### src/rtl/fetch_pc_unit.sv
// Fetch PC register plus a small {PC, instruction} queue toward decode.
// Optional performance counters are built only when FETCH_PERF_CNT_EN is defined.
module fetch_pc_unit #(
  parameter logic [31:0] RESET_PC = 32'h0000_0000,
  parameter int          DEPTH    = 2
) (
  input  logic        clk,
  input  logic        rst,
  input  logic [31:0] nxt_pc,
  input  logic        flush_D_E,
  output logic [31:0] imem_addr,
  input  logic [31:0] imem_rdata,
  input  logic        imem_vld,
  output logic [31:0] pcF,
  output logic [31:0] instrF,
  output logic        valid_D,
  input  logic        ready_D,
  output logic [31:0] pcD,
  output logic [31:0] instrD,
  output logic [31:0] perf_stall_cnt,
  output logic [31:0] perf_flush_cnt
);

  localparam int PW = $clog2(DEPTH);
  localparam int CW = $clog2(DEPTH) + 1;
  localparam logic [CW-1:0] FULL_CNT = CW'(DEPTH);
  localparam logic [31:0]   NOP      = 32'h0000_0013;

  logic [31:0]   r_pc;
  logic [31:0]   r_fifo_pc    [DEPTH];
  logic [31:0]   r_fifo_instr [DEPTH];
  logic [PW-1:0] r_wptr;
  logic [PW-1:0] r_rptr;
  logic [CW-1:0] r_count;

  logic          w_push;
  logic          w_pop;
  logic          w_empty;
  logic [31:0]   w_nxt_aligned;
  logic [CW-1:0] w_count_nxt;

  assign w_empty       = (r_count == {CW{1'b0}});
  assign w_pop         = !w_empty && ready_D && !flush_D_E;
  assign w_push        = imem_vld && !flush_D_E && ((r_count < FULL_CNT) || w_pop);
  assign w_nxt_aligned = {nxt_pc[31:2], 2'b00};
  assign w_count_nxt   = r_count + {{(CW-1){1'b0}}, w_push} - {{(CW-1){1'b0}}, w_pop};

  always_ff @(posedge clk or posedge rst) begin
    if (rst) begin
      r_pc    <= RESET_PC;
      r_wptr  <= {PW{1'b0}};
      r_rptr  <= {PW{1'b0}};
      r_count <= {CW{1'b0}};
    end else if (flush_D_E) begin
      // A redirect discards everything queued plus the word currently at pcF.
      r_pc    <= w_nxt_aligned;
      r_wptr  <= {PW{1'b0}};
      r_rptr  <= {PW{1'b0}};
      r_count <= {CW{1'b0}};
    end else begin
      if (w_push) begin
        r_pc   <= w_nxt_aligned;
        r_wptr <= r_wptr + PW'(1);
      end
      if (w_pop) begin
        r_rptr <= r_rptr + PW'(1);
      end
      r_count <= w_count_nxt;
    end
  end

  // Queue storage needs no reset: the head is masked to PC 0 / NOP whenever empty.
  always_ff @(posedge clk) begin
    if (w_push) begin
      r_fifo_pc[r_wptr]    <= r_pc;
      r_fifo_instr[r_wptr] <= imem_rdata;
    end
  end

  assign imem_addr = r_pc;
  assign pcF       = r_pc;
  assign instrF    = imem_rdata;
  assign valid_D   = !w_empty;
  assign pcD       = w_empty ? 32'h0000_0000 : r_fifo_pc[r_rptr];
  assign instrD    = w_empty ? NOP : r_fifo_instr[r_rptr];

`ifdef FETCH_PERF_CNT_EN
  logic        w_stall;
  logic [31:0] r_stall_cnt;
  logic [31:0] r_flush_cnt;

  assign w_stall = imem_vld && (r_count == FULL_CNT) && !w_pop && !flush_D_E;

  always_ff @(posedge clk or posedge rst) begin
    if (rst) begin
      r_stall_cnt <= 32'h0000_0000;
      r_flush_cnt <= 32'h0000_0000;
    end else begin
      if (w_stall) begin
        r_stall_cnt <= r_stall_cnt + 32'd1;
      end
      if (flush_D_E) begin
        r_flush_cnt <= r_flush_cnt + 32'd1;
      end
    end
  end

  assign perf_stall_cnt = r_stall_cnt;
  assign perf_flush_cnt = r_flush_cnt;
`else
  assign perf_stall_cnt = 32'h0000_0000;
  assign perf_flush_cnt = 32'h0000_0000;
`endif

endmodule

### config.mk
export PLATFORM = sky130hd
export DESIGN_NAME = fetch_pc_unit
export DESIGN_NICKNAME = d
export VERILOG_FILES = /design/src/rtl/fetch_pc_unit.sv
export SDC_FILE = /design/constraint.sdc
export NUM_CORES = 1
export LEC_CHECK = 0
export CORE_ASPECT_RATIO = 0.8
export CORE_MARGIN = 2
export CORE_UTILIZATION = 30
export CTS_BUF_LIST = sky130_fd_sc_hd__clkbuf_16
export DETAILED_ROUTE_END_ITERATION = 6
export PLACE_DENSITY_LB_ADDON = 0.1
export SYNTH_ARGS = -nofsm -noshare
export SYNTH_HDL_FRONTEND = slang
export SYNTH_SLANG_ARGS = --single-unit
export TNS_END_PERCENT = 20
### constraint.sdc
create_clock -name clk -period 4.35 [get_ports clk]
set_input_delay 0.87 -clock clk [delete_from_list [all_inputs] [get_ports clk]]
set_output_delay 0.87 -clock clk [all_outputs]
set_load 0.01 [all_outputs]
==> qor.tcl <==
set qor(status) {complete, no violations}
set qor(finalSetupViolCount) 0
set qor(synth-edff-count) 124
set qor(number_of_input_and_output_port_buffers_inserted) 221
set qor(drt_drc_violations_left) 0
set qor(synth_top_cells_by_count) {buf_4 (138), edfxtp_1 (124), nor2_1 (65)}
set qor(worstPathBufferInverterCount) 2
set qor(crit_path_cell_trace) {buf_12 -> mux2i_1 -> nor2_1 -> clkdlybuf4s50_1}
set qor(yosys_most_used_dff) {edfxtp_1}
set qor(die_h_um) 141
set qor(coreArea_mm2) 0.0232
set qor(timing.critical_path.to_type) {output pin}
set qor(start_kind) {flip-flop}
set qor(path_max_fanout) 35
set qor(synth_cells) 484
set qor(synth_top_area_cell) {edfxtp_1}
set qor(fin_crit_sh_pct) 75.9
set qor(yosys.cell_types.count) 23
set qor(io_pins) 294
set qor(regToRegSetupSlack_ns) 2.35
set qor(layout.filler_cells) 2163
set qor(number_of_vias_in_the_routed_layout) 3918
set qor(regToRegEndpoint) {imem_addr[15]}
set qor(gp_routability_congestion) 0.651
set qor(async_reset_ff_share_pct) 21.5
set qor(route.antenna.remaining_nets) 0
set qor(max_freq_mhz) 303
set qor(drt_wl_total_um) 14900
set qor(cts_setup_buffers) 0
set qor(layout.nets) 725
set qor(fin_total_pwr_mw) 4.14
set qor(cts_inserted_buffers) 17
set qor(die_area_mm2) 0.0246
set qor(detailed_place_hpwl_um) 9890
set qor(path_delay_family) {flip-flops}
set qor(synthesis.area_mm2) 0.00702
set qor(max-clock-path-buffers) 2
set qor(clock_sinks) 158
set qor(worstHoldPathType) {reg2reg}
set qor(yosysSeqAreaShare_pct) 65.2
set qor(grt_max_degree) 41
set qor(cpPeakStageDelay_ns) 0.87
set qor(rsz0062_at_grt) {false}
set qor(number_of_design_rule_violations_left_by_the_first_detailed_router_iteration) 155
set qor(grt_pass1_vias) 3998
set qor(total_negative_slack_ns) 0
set qor(count_of_hold_fix_buffers_inserted_at_cts) 0
set qor(final_layout_size_suffix_gt1_share_pct) 11.2
set qor(postSynthAreaPerCell_um2) 14.5
set qor(row_count) 50
set qor(htree_levels) 4
set qor(grt-ovfl-total) 0
set qor(regToRegStartpoint) {r_count[1]}
set qor(cts-resized-gates) 0
set qor(ir_drop_mv) 0.219
set qor(maxSlewViolCount) 0
set qor(clockRootBuffer) {clkbuf_16}
set qor(worstMarginPinSlew_ns) 1.09
set qor(timing.max_cap.violations) 0
set qor(r2r_cell_count) 3
set qor(cp_data_required_time_ns) 3.48
set qor(hold_path.startpoint) {imem_addr[27]}
set qor(detail_route.wl_per_cell_um) 15.2
set qor(die_width_um) 175
set qor(synth.yosys.warnings) 0
set qor(antenna_cells_inserted) 0
set qor(clock_insertion_delay_worst_skew_ns) 0.42
set qor(route.detailed.vias_per_inst) 4.00
set qor(power_leakage_nw) 3.38
set qor(drtPass1Iterations) 4
set qor(crit_slowest_cell) {dfrtp_4}
set qor(post-synth-top-count-cell) {buf_4}
set qor(tritoncts) {built}
set qor(area_growth_syn_to_layout_pct) 35.0
set qor(grt_first_pass_wirelength_um) 22700
set qor(synth_top_area_share_pct) 53.1
set qor(grt_overall_usage_pct) 12.3
set qor(netlist_top_cells_area) {edfxtp_1 (53%), buf_4 (15%), dfrtp_1 (12%)}
set qor(ys_ff_latch) 158
set qor(power_density_of_the_placed_cells_mw_per_mm2) 437
set qor(layoutNonFillerInstCount) 979
set qor(grt_antenna_before_repair) 0
set qor(clkTransAtPathRegs_ns) 0.06
set qor(hold_violations) 0
set qor(placed_cells) 947
set qor(period_minus_slack_ns) 3.30
set qor(timing.critical_path.arrival_ns) 2.43
set qor(initial_core_utilization_pct) 30.2
set qor(final.setup_skew_ns) 0.00799
set qor(slew_headroom_pct) 27.1
set qor(holdPathEnd) {r_fifo_pc[1][27]}
set qor(setup.worst_path.class) {reg2out}
set qor(hold_path_depth) 0
## final cells by class
class | instances | area [µm²] | area share (%)
sequential | 158 | 4580 | 48.3
inverter | 4 | 15.0 | 0.158
tap | 312 | 390 | 4.12
clock buffer | 17 | 425 | 4.49
clock inverter | 15 | 161 | 1.70
timing repair buffer | 230 | 2290 | 24.2
multi-input combinational | 243 | 1610 | 17.0
## worst register-to-register path: cells and delay by family, from the launching register on
kind | cells | cell delay [ns]
compound gates | 1 | 0.86
flops | 1 | 0.46
simple gates | 1 | 0.13
mux | 1 | 0.43
## power by group
| part | total, mW | switching [mW] | internal, mW |
|---|---|---|---|
| registers | 1.81 | 0.0831 | 1.73 |
| logic | 0.852 | 0.391 | 0.461 |
| clock network | 1.47 | 0.619 | 0.854 |
## layout by cell type (no fill, tap or decap), drive strengths merged
master,Yosys,final
a211oi,1,1
a21oi,1,1
and2,1,1
buf,143,9
bufinv,0,2
clkbuf,5,17
clkdlybuf4s50,0,221
clkinv,0,4
clkinvlp,0,4
conb,1,70
dfrtp,34,34
edfxtp,124,124
ha,2,2
inv,4,9
mux2,30,30
mux2i,62,62
nand2,3,3
nand2b,1,1
nand3b,1,1
nor2,65,65
nor2b,1,1
nor3,1,1
o21ai,1,1
o21bai,1,1
xor2,2,2
## metrics by stage
step                setup slack [ns]  instance area (µm²)  hold WS (ns)  utilization, %
global placement                1.39                 8890         0.505            38.3
finish                          1.05                 9470         0.530            40.8
CTS                            0.947                 9470         0.536            40.8
global route                   0.858                 9470         0.547            40.8
detailed placement              1.35                 8890         0.514            38.3
floorplan                      0.101                 7280         0.452               -
## logic make-up (layout without fill, tap and decap cells)
group / after synthesis / after routing / share of synthesized area (%)
compound gates: 4 / 4 / 0.517
xor+xnor: 2 / 2 / 0.250
fa+ha+maj: 2 / 2 / 0.357
buf+inv: 152 / 266 / 15.9
flops: 158 / 158 / 65.2
mux: 92 / 92 / 13.7
other cells: 1 / 70 / 0.0534
simple gates: 73 / 73 / 4.12
## worst max-delay path by stage
stage	depth (start not counted)	endpoint	startpoint	slack, ns
floorplan	3	r_fifo_instr[0][0]	ready_D	0.10
global placement	4	imem_addr[8]	ready_D	1.39
detailed placement	4	imem_addr[27]	ready_D	1.35
CTS	4	pcD[5]	r_rptr	0.95
global route	4	instrD[29]	r_rptr	0.86
finish	4	pcD[5]	r_rptr	1.05
## state kept, by name, summed over array words and instances (netlist names)
signal        flops
r_count           2
r_rptr            1
r_fifo_pc        60
r_fifo_instr     64
r_wptr            1
imem_addr        30
## per-layer routing
layer / global-route usage, % / vias to the layer above / wire length (µm)
met5: 0 / - / 0
met4: 3.95 / 0 / 157
met3: 4.67 / 9 / 1210
met2: 20.3 / 172 / 7200
met1: 14.9 / 1906 / 6300
li1: - / 1831 / -
Note: power is estimated with default switching activity, not from simulation.
